## src/rtl/seg7_pkg.sv

```systemverilog
// seg7_pkg: register map, bus size encodings, converter states and STATUS bit layout
// shared by seg7_mmio and bin2bcd_seq.
package seg7_pkg;

    localparam logic [63:0] DATA_ADDR = 64'h1024;
    localparam logic [63:0] CTRL_ADDR = 64'h1028;

    localparam logic [1:0] SZ_BYTE  = 2'b00;
    localparam logic [1:0] SZ_HALF  = 2'b01;
    localparam logic [1:0] SZ_WORD  = 2'b10;
    localparam logic [1:0] SZ_DWORD = 2'b11;

    typedef enum logic [1:0] {
        ST_IDLE  = 2'd0,
        ST_SHIFT = 2'd1,
        ST_LOAD  = 2'd2
    } bcd_state_t;

    localparam int STAT_BUSY = 0;
    localparam int STAT_OVF  = 1;
    localparam int STAT_MODE = 2;

    // One double-dabble correction step: every BCD digit >= 5 gets +3 before the shift.
    function automatic logic [19:0] bcd_add3(input logic [19:0] acc);
        logic [19:0] r;
        r = acc;
        for (int i = 0; i < 5; i++) begin
            if (r[4*i +: 4] >= 4'd5) begin
                r[4*i +: 4] = r[4*i +: 4] + 4'd3;
            end
        end
        return r;
    endfunction

endpackage

```

## src/rtl/bin2bcd_seq.sv

```systemverilog
// bin2bcd_seq: sequential 16-bit binary to 5-digit BCD converter (double dabble).
// Latency: start edge + 16 SHIFT cycles, result valid with done during the LOAD cycle.
// Backpressure: none; start while busy discards the running conversion and restarts.
module bin2bcd_seq
    import seg7_pkg::*;
(
    input  logic        clk,
    input  logic        rst,
    input  logic        start,
    input  logic [15:0] bin,
    output logic        busy,
    output logic        done,
    output logic [19:0] bcd
);

    bcd_state_t  state_q, state_d;
    logic [15:0] sh_q, sh_d;
    logic [19:0] acc_q, acc_d;
    logic [3:0]  cnt_q, cnt_d;
    logic [19:0] acc_adj;

    assign acc_adj = bcd_add3(acc_q);

    always_ff @(posedge clk) begin
        if (rst) begin
            state_q <= ST_IDLE;
            sh_q    <= '0;
            acc_q   <= '0;
            cnt_q   <= '0;
        end else begin
            state_q <= state_d;
            sh_q    <= sh_d;
            acc_q   <= acc_d;
            cnt_q   <= cnt_d;
        end
    end

    always_comb begin
        state_d = state_q;
        sh_d    = sh_q;
        acc_d   = acc_q;
        cnt_d   = cnt_q;
        if (start) begin
            state_d = ST_SHIFT;
            sh_d    = bin;
            acc_d   = '0;
            cnt_d   = '0;
        end else begin
            case (state_q)
                ST_SHIFT: begin
                    {acc_d, sh_d} = {acc_adj[18:0], sh_q, 1'b0};
                    cnt_d         = cnt_q + 4'd1;
                    if (cnt_q == 4'd15) begin
                        state_d = ST_LOAD;
                    end
                end
                ST_LOAD: state_d = ST_IDLE;
                default: state_d = ST_IDLE;
            endcase
        end
    end

    assign busy = (state_q != ST_IDLE);
    assign done = (state_q == ST_LOAD);
    assign bcd  = acc_q;

endmodule

```

## src/rtl/seg7_mmio.sv

```systemverilog
// seg7_mmio: DATA/CTRL registers driving seg7_disp4; BCD mode built only with SEG7_MMIO_BCD_EN.
// Latency: hex write shows after one edge, decimal write after 17 edges; rdata is combinational.
// Backpressure: none; halfword writes always land, a write mid-conversion restarts it.
module seg7_mmio
    import seg7_pkg::*;
(
    input  logic        clk,
    input  logic        rst,
    input  logic [63:0] addr,
    input  logic [63:0] wdata,
    input  logic        rw,
    input  logic [1:0]  word,
    output logic [63:0] rdata,
    output logic [15:0] digitals,
    output logic        busy
);

    logic        wr_half, data_wr, ctrl_wr;
    logic [15:0] raw;
    logic        mode, ovf;
    logic        unused_wdata;

    assign wr_half      = rw && (word == SZ_HALF);
    assign data_wr      = wr_half && (addr == DATA_ADDR);
    assign ctrl_wr      = wr_half && (addr == CTRL_ADDR);
    assign unused_wdata = ^wdata[63:16];

`ifdef SEG7_MMIO_BCD_EN
    logic        conv_start, conv_busy, conv_done, conv_ok, conv_sat;
    logic [15:0] conv_bin;
    logic [19:0] conv_bcd;

    // CTRL writes reconvert the held raw value; DATA writes convert the new one.
    assign conv_start = (data_wr && mode) || (ctrl_wr && wdata[0]);
    assign conv_bin   = data_wr ? wdata[15:0] : raw;
    // Leaving decimal mode orphans the converter; its late result and busy are masked.
    assign conv_ok    = conv_done && mode;
    assign conv_sat   = (conv_bcd[19:16] != 4'd0);
    assign busy       = conv_busy && mode;

    bin2bcd_seq u_bin2bcd (
        .clk   (clk),
        .rst   (rst),
        .start (conv_start),
        .bin   (conv_bin),
        .busy  (conv_busy),
        .done  (conv_done),
        .bcd   (conv_bcd)
    );

    always_ff @(posedge clk) begin
        if (rst) begin
            raw      <= '0;
            mode     <= 1'b0;
            ovf      <= 1'b0;
            digitals <= '0;
        end else begin
            if (data_wr) raw  <= wdata[15:0];
            if (ctrl_wr) mode <= wdata[0];
            // Saturation wins over a same-edge OVF_CLR.
            if (conv_ok && conv_sat)      ovf <= 1'b1;
            else if (ctrl_wr && wdata[1]) ovf <= 1'b0;
            if (data_wr && !mode)
                digitals <= wdata[15:0];
            else if (ctrl_wr && !wdata[0])
                digitals <= raw;
            else if (conv_ok && !data_wr && !ctrl_wr)
                digitals <= conv_sat ? 16'h9999 : conv_bcd[15:0];
        end
    end
`else
    assign mode = 1'b0;
    assign ovf  = 1'b0;
    assign busy = 1'b0;

    always_ff @(posedge clk) begin
        if (rst) begin
            raw      <= '0;
            digitals <= '0;
        end else if (data_wr) begin
            raw      <= wdata[15:0];
            digitals <= wdata[15:0];
        end
    end
`endif

    always_comb begin
        rdata = '0;
        if (!rw) begin
            if (addr == DATA_ADDR) begin
                rdata[15:0] = raw;
            end else if (addr == CTRL_ADDR) begin
                rdata[STAT_MODE] = mode;
                rdata[STAT_OVF]  = ovf;
                rdata[STAT_BUSY] = busy;
            end
        end
    end

endmodule

```

## config.mk

```make
export PLATFORM = sky130hd
export DESIGN_NAME = seg7_mmio
export DESIGN_NICKNAME = d
export VERILOG_FILES = /design/src/rtl/seg7_pkg.sv /design/src/rtl/bin2bcd_seq.sv /design/src/rtl/seg7_mmio.sv
export SDC_FILE = /design/constraint.sdc
export NUM_CORES = 1
export LEC_CHECK = 0
export BUFFER_PORTS_ARGS = -buffer_cell sky130_fd_sc_hd__buf_2
export CORE_AREA = 2 2 84 86
export CTS_CLUSTER_SIZE = 16
export DETAILED_ROUTE_END_ITERATION = 16
export DIE_AREA = 0 0 86 88
export PLACE_DENSITY = 0.63
export SLEW_MARGIN = 20
export SYNTH_ARGS = -nofsm -noshare
export SYNTH_HDL_FRONTEND = slang
export SYNTH_HIERARCHICAL = 1
export SYNTH_SLANG_ARGS = --single-unit
```

## constraint.sdc

```tcl
create_clock -name clk -period 2.5 [get_ports clk]
set_clock_uncertainty 0.2 [all_clocks]
set_input_delay 0.25 -clock clk [delete_from_list [all_inputs] [get_ports clk]]
set_output_delay 0.25 -clock clk [all_outputs]
set_load 0.005 [all_outputs]
```

# After elaboration in Yosys (flattened, before gate mapping)
# Index checks and enable logic that the tools add are counted.
totals:
  input_bits: 133
  wordCells: 8
  regBits: 16
  output_inout_bits: 81
op_classes:
  n_eq_ne: 2
  reduce_logical: 2
  n_mux: 3
ops:
  columns: ["operator", "n"]
  rows:
  - ["equality test 64 x 13 -> 1 bit, second input constant", 1]
  - ["2-to-1 mux 16 bit", 1]
  - ["2-to-1 mux 13 bit", 1]
  - ["2-to-1 mux 3 bit", 1]
  - ["equality test 2 x 1 -> 1 bit, second input constant", 1]
  - ["logical AND 1 bit", 2]

# Longest topological paths before layout
# Gate-level depths: netlist of the first run.
logic_depth:
  depth_word: 3
  depth_mapped: 7
  ltp_nobuf: 5

# Least setup slack after synthesis of the first run
# OpenSTA, ideal clock, no wires.
synth_timing:
  path_kind: "in2out"
  from: "input addr[10]"
  to: "output rdata[10]"
  t_arrival_ns: 1.729
  n_path_buf: 2
  path_stages: 7
  required_time_ns: 2.050
  setup_slack_ns: 0.321
  cell_sequence: "nor4b_1 > nand4_1 > or4_1 > buf_2 > nor2_8 > buf_4 > and2_1"
synth_between:
  elab_chain_len: 3
synth_lines:
  columns: ["item", "line", "source"]
  rows:
  - ["start, declared", "seg7_mmio.sv:9", "input logic [63:0] addr,"]
  - ["equality test 64 x 13 -> 1 bit", "seg7_mmio.sv:90", "if (addr == DATA_ADDR) begin"]
  - ["2-to-1 mux 13 bit", "seg7_mmio.sv:90", null]
  - ["2-to-1 mux 16 bit", "seg7_mmio.sv:89", "if (!rw) begin"]
  - ["end, declared", "seg7_mmio.sv:13", "output logic [63:0] rdata,"]
# Every way passes these cells.

# Worst setup path in the final report of the first run
layout_timing:
  from: "input addr[17]"
  to: "output rdata[11]"
# Same word-level chain as after synthesis.

==> results of run 1 <==
-- report_power, final --
| group | internal (W) | switching (W) | total (W) |
|---|---|---|---|
| registers | 0.000255 | 0 | 0.000255 |
| logic | 0.0000528 | 0.0000553 | 0.000108 |
| clock network | 0.000139 | 0.0000848 | 0.000224 |
-- layout by cell type (no fill, tap or decap) --
master    netlist  final
a21oi_1        16     16
and2_1         16     16
buf_2           2    116
buf_4          50      7
clkbuf_8        0      4
conb_1          1     49
dfxtp_1        16     16
diode_2         0      1
nand2_1         1      1
nand3_1        16     16
nand4_1         4      4
nor2_1          1      1
nor2_4          0      1
nor2_8          1      1
nor4_1         13     12
nor4_4          0      2
nor4b_2         0      3
o21ai_0         6      6
o21ai_1        10     10
or2_2           1      1
or4_4           0      1
-- stage by stage --
stage	instances	hold WS (ns)	total power [W]	worst slack (ns)	area, sq um
floorplan	213	0.202	0.000347	0.321	1450
finish	364	0.0525	0.000587	0.143	1880
global placement	358	0.265	0.000361	-0.0800	1770
detailed placement	358	0.279	0.000361	-0.0830	1770
CTS	362	0.0446	0.000588	0.0105	1830
global route	363	0.0457	0.000622	0.0108	1880
-- kinds of logic (layout without fill, tap and decap cells) --
family	count (synthesis)	count (layout)
AO/OA/AOI/OAI	32	32
buffers and inverters	58	127
flip-flops	16	16
other	1	50
AND/OR/NAND/NOR	58	59
-- per-layer routing --
metal  GRT usage  wire (microns)  up-vias
met4      0.0144              25        0
met5           0               0        -
met1       0.128            1850      664
met3      0.0339             369        4
li1            -               -      720
met2       0.166            1970       71
-- critical path, cell delays in order --
cell and delay (ns):
buf_2 0.12, nor4_4 0.28, nand4_1 0.17, or4_4 0.62, nor2_4 0.22, and2_1 0.15, buf_2 0.10
-- final cells by class --
type                       count  share of cell area
antenna                        1             0.00133
multi-input combinational    140               0.409
tap                           80              0.0533
timing repair buffer         123               0.337
sequential                    16               0.170
clock buffer                   4              0.0293
-- worst paths after layout --
check | from | end | slack, ns | cells after the start
setup reg to reg | raw[10] | raw[10] | 1.68 | 2
hold / removal | wdata[5] | raw[5] | 0.05 | 3
hold reg to reg | raw[5] | raw[5] | 0.28 | 2
setup / recovery | addr[17] | rdata[11] | 0.14 | 7
-- cells in the mapped netlist --
cell / count
buf_1: 1
a21oi_1: 16
conb_1: 1
buf_4: 50
nand3_1: 16
clkbuf_1: 4
nand2_1: 1
o21ai_0: 6
buf_6: 1
nor2_1: 1
nand4_1: 4
nor4_1: 13
buf_2: 2
and2_1: 16
nor2_8: 1
o21ai_1: 10
or2_2: 1
dfxtp_1: 16
nor4b_1: 3
or4_1: 1
nor4_2: 1
-- repair_timing --
action | CTS | global route
cloned | 0 | 1
setup endpoints to repair | 16 | 16
resized for setup | 1 | 5
hold buffers | 0 | 0
pin swaps | 0 | 2
==> summary.md, run 1 <==
| Metric | Value |
|---|---|
| Status | finished, final reports clean |
| Sink Count | 16 |
| Num rows | 30 |
| Top cells by area, synth | buf_4 (30%), dfxtp_1 (25%), and2_1 (7.9%) |
| Sequential cell area | 320 sq um |
| Via count | 1459 |
| GRT Total Usage | 0.0996 |
| Worst Setup End Kind | output pin |
| Leakage | 0.992 nW |
| Gate Count Post-Synth | 165 |
| RePlAce Congestion | 0.818 |
| Maximum vdd ir drop | 0.141 mV |
| ANT nets after route | 0 |
| Tmin final | 2.36 ns |
| Vias in the first global route | 1237 |
| Synth warnings | 6 |
| HP Class | in2reg |
| Yosys cell types | 21 |
| Total global routing overflow | 0 |
| Setup Buffers After CTS | 0 |
| # IOs | 214 |
| CTS root buf | clkbuf_8 |
| Port Buffer Count | 116 |
| Via-to-Cell Ratio | 4.01 |
| Largest registers | raw x16 |
| WP data arrival | 1.91 ns |
| Seq/Total Area, Yosys | 0.253 |
| Clock latency at the later pin of the worst-skew pair | 0.24 ns |
| Largest net degree at the start of global routing | 17 |
| Maximum clock rate | 424 MHz |
| Pwr Density | 312 mW/mm^2 |
| Area of the mapped netlist | 0.00127 sq mm |
| Final Max Tran Viols | 0 |
| CTS tree | yes |
| Die Ht | 88 microns |
| RSZ-0062 raised after global routing | no |
| Max clock buf depth | 2 |
| Worst setup SP type | input pin |
| MaxCap Viol Count | 0 |
| WL final | 4220 microns |
| TNS Setup | 0 ns |
| Synth Area in Compound Gates | 0.126 |
| Largest reg by FF count | raw |
| Max Fanout on Critical Path | 8 |
| Die X | 86 microns |
| Crit Path Category | in2out |
| Core Util, Final | 0.283 |
| Mux share of post-synthesis cell area | 0 |
| WL/cell | 11.6 microns |
| Core Region | 0.00664 sq mm |
| Synth area leader | buf_4 |
| Worst-path clk slew | 0.06 ns |
| Num CTS Buffers | 3 |
| Worst EP required | 2.05 ns |
| Post-DP HPWL | 3450 microns |
| Post-Synth XOR/XNOR Area | 0 |
| Synth top area share | 0.296 |
| Final net count | 417 |
| Die area | 0.00757 sq mm |
| First-pass iteration count of the detailed router | 7 |
| H-Tree Depth | 1 |
| Largest family of logic cells by synthesized area | buffers and inverters |
| Initial antenna violation count | 1 |
| Period utilization | 0.943 |
| Synth Area in Simple Gates | 0.290 |
| Fin. Hold Viols | 0 |
| P&R area growth vs syn | 48.4% |
| Layout cells sized above 1 | 0.481 |
| Syn Area/Cell | 7.67 sq um |
| Initial drt markers | 52 |
| Filler instances | 746 |
| First-pass GRT wire length | 6110 microns |
| Area of the multi-input gates | 768 sq um |
| Max FFs per register | 16 |
| Starting Density | 0.191 |
| Seq cells post-synth | 16 |
| Final setup viols | 0 |
| # DRC | 0 |
| Adder-cell area share of the yosys netlist | 0 |
Note: power is estimated with default switching activity, not from simulation.
==> inputs of run 2 (changes only) <==
--- a/config.mk
+++ b/config.mk
@@ -5,12 +5,12 @@
 export SDC_FILE = /design/constraint.sdc
 export NUM_CORES = 1
 export LEC_CHECK = 0
-export BUFFER_PORTS_ARGS = -buffer_cell sky130_fd_sc_hd__buf_2
-export CORE_AREA = 2 2 84 86
+export CORE_AREA = 2 2 82 84
 export CTS_CLUSTER_SIZE = 16
 export DETAILED_ROUTE_END_ITERATION = 16
-export DIE_AREA = 0 0 86 88
-export PLACE_DENSITY = 0.63
+export DIE_AREA = 0 0 84 86
+export DONT_BUFFER_PORTS = 1
+export PLACE_DENSITY = 0.37
 export SLEW_MARGIN = 20
 export SYNTH_ARGS = -nofsm -noshare
 export SYNTH_HDL_FRONTEND = slang
==> constraint.sdc (replaced) <==
create_clock -name clk -period 2.5 [get_ports clk]
set_clock_uncertainty 0.2 [all_clocks]
set_input_delay 0.25 -clock clk [delete_from_list [all_inputs] [get_ports clk]]
set_output_delay 0.25 -clock clk [all_outputs]
set_load 0.05 [all_outputs]
==> run 2 against run 1 <==
Compared with the run above: register-to-register slack worse by 0.44 ns; non-clock buffer count fell by 67; global-route usage up 0.85 points; critical endpoint is now rdata[12]; cell count down 20%; critical path depth grew 1; first-iteration DRC count down 63%; via count down 15%; count of clock-buffer cells in the layout unchanged; worst hold slack better by 0.068 ns; wire length about the same.
==> summary.md, run 2 (synthesis gave the netlist of run 1 again) <==
| Metric | Value |
|---|---|
| Num CTS Buffers | 3 (unchanged) |
| Crit path largest cell delay | 0.57 ns (-0.05 ns) |
| Clock power share | 0.331 (-0.051) |
| Power Internal | 0.000424 W (-5.2%) |
| Die X | 84 microns (-2.3%) |
| CTS tree | yes |
| WL final | 4220 microns (about the same) |
| Final Max Tran Viols | 0 (unchanged) |
| WP data arrival | 1.95 ns (+0.04 ns) |
| Initial drt markers | 19 (-63%) |
| Status | finished, final reports clean |
| Initial antenna violation count | 0 (-1) |
| CP max stage cell | or4_4 |
| Worst Hold End | raw[10] |
| GRT Total Usage | 0.108 (+0.00850) |
| Crit Reg-Reg Startpoint | raw[8] |
| Total Power | 0.000692 W (+18%) |
| Port Buffer Count | 0 (-100%) |
| CTS root buf | clkbuf_8 |
| Worst slew pin tran | 0.641 ns |
| Worst EP required | 2.05 ns (about the same) |
| Antenna Cells | 0 (-1) |
| First-pass GRT wire length | 6130 microns (+0.34%) |
| Commonest non-fill, non-tap cells in the layout | conb_1 (49), buf_4 (21), dlygate4sd3_1 (17) |
| HP Class | in2reg |
| Maximum vdd ir drop | 0.202 mV (+43%) |
| Clock latency at the later pin of the worst-skew pair | 0.25 ns (about the same) |
| Largest reg by FF count | raw |
| # DRC | 0 (unchanged) |
| Worst-path clk slew | 0.07 ns (about the same) |
| P&R area growth vs syn | 57.8% |
| Period utilization | 0.961 (+0.0180) |
| Fin Hold WS | 0.121 ns (+0.0681 ns) |
| Layout cells sized above 1 | 0.310 (-0.170) |
| RePlAce Congestion | 0.714 (-13%) |
| Num rows | 29 (-3.3%) |
| Sw power | 0.000268 W (+91%) |
| # IOs | 214 (unchanged) |
| Filler instances | 669 (-10%) |
| Core Region | 0.00628 sq mm (-5.5%) |
| Vias in the first global route | 1126 (-9.0%) |
| Max clock buf depth | 2 (unchanged) |
| Final net count | 350 (-16%) |
| Hold_sp | word[1] |
| First-pass iteration count of the detailed router | 4 (-3) |
| PnR worst setup slack | 0.0978 ns (-0.0451 ns) |
| Pwr Density | 346 mW/mm^2 (+11%) |
| ANT nets after route | 0 (unchanged) |
| Via-to-Cell Ratio | 4.21 (+5.0%) |
| Tmin final | 2.40 ns (+0.0451 ns) |
| Largest net degree at the start of global routing | 17 (unchanged) |
| Post-Place Cells | 269 (-25%) |
| Count of non-filler cells in the finished layout | 293 (-20%) |
| Headroom to the max-slew limit | 0.571 |
| Crit Path Category | in2out |
| Switching part of the total | 0.387 (+0.149) |
| Total global routing overflow | 0 (unchanged) |
| Final setup viols | 0 (unchanged) |
| Worst Setup End Kind | output pin |
| Worst setup SP type | input pin |
| Starting Density | 0.202 (+0.0111) |
| Pre-CTS setup slack | -0.125 ns (-0.0418 ns) |
| Sink Count | 16 (unchanged) |
| Fin. Hold Viols | 0 (unchanged) |
| Seq pwr share | 0.369 (-0.065) |
| MaxCap Viol Count | 0 (unchanged) |
| Reg-to-reg slack, setup | 1.24 ns (-0.44 ns) |
| Die Ht | 86 microns (-2.3%) |
| Via count | 1233 (-15%) |
| CP cell instances | nor4_2 -> nand4_1 -> or4_4 -> buf_6 -> nor2_4 -> buf_4 -> and2_4 -> buf_12 |
| Leakage | 0.800 nW (-19%) |
| Reg2Reg Depth | 2 (unchanged) |
| Max FFs per register | 16 (unchanged) |
| Hold path cells | 3 (unchanged) |
| Commonest non-fill, non-tap cell in the layout | conb_1 |
| WL/cell | 14.4 microns (+24%) |
| Die area | 0.00722 sq mm (-4.5%) |
| Maximum clock rate | 416 MHz (-1.9%) |
| Gate power share | 0.300 (+0.116) |
| Largest registers | raw x16 |
| Reg-to-Reg End | raw[8] |
| Max Fanout on Critical Path | 5 (-3) |
| TNS Setup | 0 ns (unchanged) |
| H-Tree Depth | 1 (unchanged) |
| Post-DP HPWL | 3350 microns (-3.0%) |
-- run 2: timing repair --
item / CTS / global route
gates resized for setup: 9 / 18
endpoints found under the hold margin: 16 / 0
setup buffers: 2 / 0
endpoints found under the setup margin: 16 / 16
pin swaps: 3 / 3
gates cloned: 1 / 0
hold buffers: 17 / 0
-- run 2: how the worst max path moves through the flow --
stage	from	to	slack (ns)	depth (start not counted)
after floorplan	addr[10]	rdata[10]	0.02	7
after global placement	addr[16]	rdata[9]	-0.1	8
after detailed placement	addr[16]	rdata[0]	-0.12	8
after CTS	addr[17]	rdata[1]	0.003	8
after global routing	addr[55]	rdata[12]	-0.02	8
final	addr[55]	rdata[12]	0.1	8
-- run 2: layout make-up --
cell class,instances,area [sq um],area share
multi-input combinational,140,856,0.428
clock buffer,4,55.1,0.0276
sequential,16,320,0.160
timing repair buffer,56,671,0.336
tap,77,96.3,0.0482
-- run 2: critical path, delay by kind of cell --
| kind | cells | cell delay [ns] |
|---|---|---|
| buffers and inverters | 3 | 0.42 |
| AND/OR/NAND/NOR | 5 | 1.27 |
-- run 2: stage by stage --
stage          cell area, sq um   util
2_1_floorplan              1450      -
3_3_place_gp               1610  0.257
3_5_place_dp               1610  0.257
4_1_cts                    1900  0.303
5_1_grt                    2000  0.318
6_report                   2000  0.318
-- run 2: per-layer routing --
metal  global-route usage  part of all wire  routed length, microns  up-vias
li1                     -                 -                       -      583
met4               0.0176            0.0069                      29        0
met3               0.0356             0.093                     393        2
met2                0.172              0.49                    2070       73
met5                    0                 0                       0        -
met1                0.145              0.41                    1730      575
-- run 2: power by group through the flow --
stage | logic [W] | registers, W | clock network (W)
CTS | 0.000203 | 0.000255 | 0.000237
floorplan | 0.000234 | 0.000261 | 0
detailed placement | 0.000175 | 0.000261 | 0
global route | 0.000215 | 0.000255 | 0.000250
global placement | 0.000175 | 0.000261 | 0
finish | 0.000208 | 0.000255 | 0.000229
==> inputs of run 3 (changes only) <==
--- a/config.mk
+++ b/config.mk
@@ -6,6 +6,7 @@
 export NUM_CORES = 1
 export LEC_CHECK = 0
 export CORE_AREA = 2 2 82 84
+export CTS_BUF_LIST = sky130_fd_sc_hd__clkbuf_2 sky130_fd_sc_hd__clkbuf_4 sky130_fd_sc_hd__clkbuf_8
 export CTS_CLUSTER_SIZE = 16
 export DETAILED_ROUTE_END_ITERATION = 16
 export DIE_AREA = 0 0 84 86
==> constraint.sdc (replaced) <==
create_clock -name clk -period 2.85 [get_ports clk]
set_clock_uncertainty 0.2 [all_clocks]
set_input_delay 0.285 -clock clk [delete_from_list [all_inputs] [get_ports clk]]
set_output_delay 0.285 -clock clk [all_outputs]
set_load 0.05 [all_outputs]
==> run 3 against run 2 <==
Compared with the run above: utilization down 4.1 points; first-iteration DRC count is 84% higher; sequential share of layout area grew 2.4 points; largest cell class unchanged; count of clock-buffer cells in the layout unchanged; worst hold slack better by 0.034 ns; critical path depth is 1 lower; power decreased by 13%; flip-flop and latch count is the same; critical path type is now in2reg; largest power group unchanged.
==> summary.md, run 3 (synthesis gave the netlist of run 1 again) <==
| Metric | Value |
|---|---|
| Fin Hold WS | 0.155 ns (+0.0340 ns) |
| Pre-CTS setup slack | 0.147 ns (+0.272 ns) |
| Tmin final | 2.58 ns |
| Die X | 84 microns (unchanged) |
| Post-DP HPWL | 3240 microns (-3.3%) |
| Design area | 0.00174 sq mm (-13%) |
| Core Region | 0.00628 sq mm (unchanged) |
| RePlAce Congestion | 0.707 (-0.99%) |
| First-pass iteration count of the detailed router | 4 (unchanged) |
| WL/cell | 14.0 microns (-2.9%) |
| ANT nets after route | 0 (unchanged) |
| Worst slew pin tran | 0.633 ns (-0.00835 ns) |
| CTS root buf | clkbuf_8 |
| Commonest non-fill, non-tap cell in the layout | conb_1 |
| Antenna Cells | 0 (unchanged) |
| Filler instances | 675 (+0.90%) |
| Largest registers | raw x16 |
| WL final | 3860 microns (-8.6%) |
| Maximum vdd ir drop | 0.162 mV (-20%) |
| GRT Total Usage | 0.0986 (-0.00944) |
| Crit Reg-Reg Startpoint | raw[9] |
| Crit Path Category | in2reg |
| Via count | 1172 (-4.9%) |
| Maximum clock rate | 387 MHz |
| Status | finished, final reports clean |
| H-Tree Depth | 1 (unchanged) |
| Largest reg by FF count | raw |
| Initial antenna violation count | 0 (unchanged) |
| Worst EP required | 2.79 ns (+0.74 ns) |
| Clock latency at the later pin of the worst-skew pair | 0.25 ns (about the same) |
| Final Max Tran Viols | 0 (unchanged) |
| CTS tree | yes |
| Delay-heaviest family, CP | simple AND/OR/NAND/NOR gates |
| TNS Setup | 0 ns (unchanged) |
| Commonest non-fill, non-tap cells in the layout | conb_1 (49), dlygate4sd3_1 (17) |
| Period utilization | 0.906 |
| MaxCap Viol Count | 0 (unchanged) |
| Max FFs per register | 16 (unchanged) |
| Worst setup SP type | input pin |
| # IOs | 214 (unchanged) |
| RSZ-0062 raised after global routing | no |
| Largest net degree at the start of global routing | 17 (unchanged) |
| Starting Density | 0.202 (unchanged) |
| WP data arrival | 2.52 ns (+0.57 ns) |
| Critical Path Stages | 7 (-1) |
| HP Class | in2reg |
| Initial drt markers | 35 (+16) |
| CP Launch Point | addr[10] |
| Sink Count | 16 (unchanged) |
| Crit path buf inv count | 2 (-1) |
| CP cell instances | nor4b_1 -> nand4_1 -> or4_4 -> buf_4 -> o21ai_0 -> a21oi_1 -> dlygate4sd3_1 |
| Port Buffer Count | 0 (unchanged) |
| Area after DPL | 0.00150 sq mm (-7.0%) |
| Die Ht | 86 microns (unchanged) |
| Reg-to-reg slack, setup | 1.05 ns (-0.19 ns) |
| First-pass GRT wire length | 5460 microns (-11%) |
| Worst Setup End Kind | flip-flop |
| # DRC | 0 (unchanged) |
| Crit path largest cell delay | 0.64 ns (+0.07 ns) |
| Max clock buf depth | 2 (unchanged) |
| Layout cells sized above 1 | 0.156 (-0.154) |
| Total global routing overflow | 0 (unchanged) |
| P&R area growth vs syn | 37.3% |
| Num rows | 29 (unchanged) |
| PnR worst setup slack | 0.267 ns (+0.169 ns) |
| Area of the multi-input gates | 723 sq um (-15%) |
| Final setup viols | 0 (unchanged) |
| Crit path capture | raw[9] |
| Vias in the first global route | 952 (-15%) |
| Pwr Density | 345 mW/mm^2 (-0.24%) |
| Leakage | 0.682 nW (-15%) |
| Die area | 0.00722 sq mm (unchanged) |
| Via-to-Cell Ratio | 4.25 (+0.91%) |
| Final net count | 333 (-4.9%) |
| Num CTS Buffers | 3 (unchanged) |
| Fin. Hold Viols | 0 (unchanged) |
| Reg2Reg Depth | 3 (+1) |
| Max Fanout on Critical Path | 15 (+10) |
| Worst-path clk slew | 0.06 ns (about the same) |
| Headroom to the max-slew limit | 0.577 (+0.00559) |
| Sequential cell area | 320 sq um (unchanged) |
| CP max stage cell | or4_4 |
| Reg-to-Reg End | raw[9] |
-- run 3: worst min-delay path by stage --
stage               startpoint       to  slack (ns)  depth (start not counted)
floorplan             wdata[0]   raw[0]        0.24                          2
global placement           rst   raw[8]        0.16                          1
detailed placement         rst   raw[9]        0.16                          1
CTS                    word[1]  raw[11]        0.15                          3
global route           word[1]   raw[8]        0.17                          3
finish                 word[1]  raw[11]        0.15                          3
-- run 3: final cells by class --
type / instances / area share
Multi-Input combinational cell: 139 / 0.416
Tap cell: 77 / 0.0554
Timing Repair Buffer: 40 / 0.312
Sequential cell: 16 / 0.184
Clock buffer: 4 / 0.0317
-- run 3: timing repair --
item                                    CTS  global route
hold buffers                             17             0
resized for setup                         0             1
endpoints found under the setup margin    0            17
buffers inserted                          0             1
hold endpoints to repair                 16             0
-- run 3: worst min-delay path, cell delays in order --
cell     delay, ns
nor2_1        0.10
nand3_1       0.11
a21oi_1       0.06
-- run 3: routing by layer --
layer / GRT usage / share of wire / vias up
li1: - / - / 551
met1: 0.134 / 0.39 / 543
met2: 0.146 / 0.49 / 71
met3: 0.0385 / 0.11 / 7
met4: 0.0264 / 0.014 / 0
met5: 0 / 0 / -
-- run 3: power breakdown --
part           internal, W  total [W]  switching [W]
Sequential        0.000224   0.000224              0
Combinational    0.0000209   0.000177       0.000156
Clock             0.000123   0.000200      0.0000770
Total             0.000367   0.000600       0.000233
-- run 3: through the flow --
| step | cells | total power, W | util |
|---|---|---|---|
| CTS | 275 | 0.000612 | 0.275 |
| global route | 276 | 0.000628 | 0.277 |
| floorplan | 213 | 0.000434 | - |
| detailed placement | 254 | 0.000382 | 0.239 |
| finish | 276 | 0.000600 | 0.277 |
| global placement | 254 | 0.000382 | 0.239 |
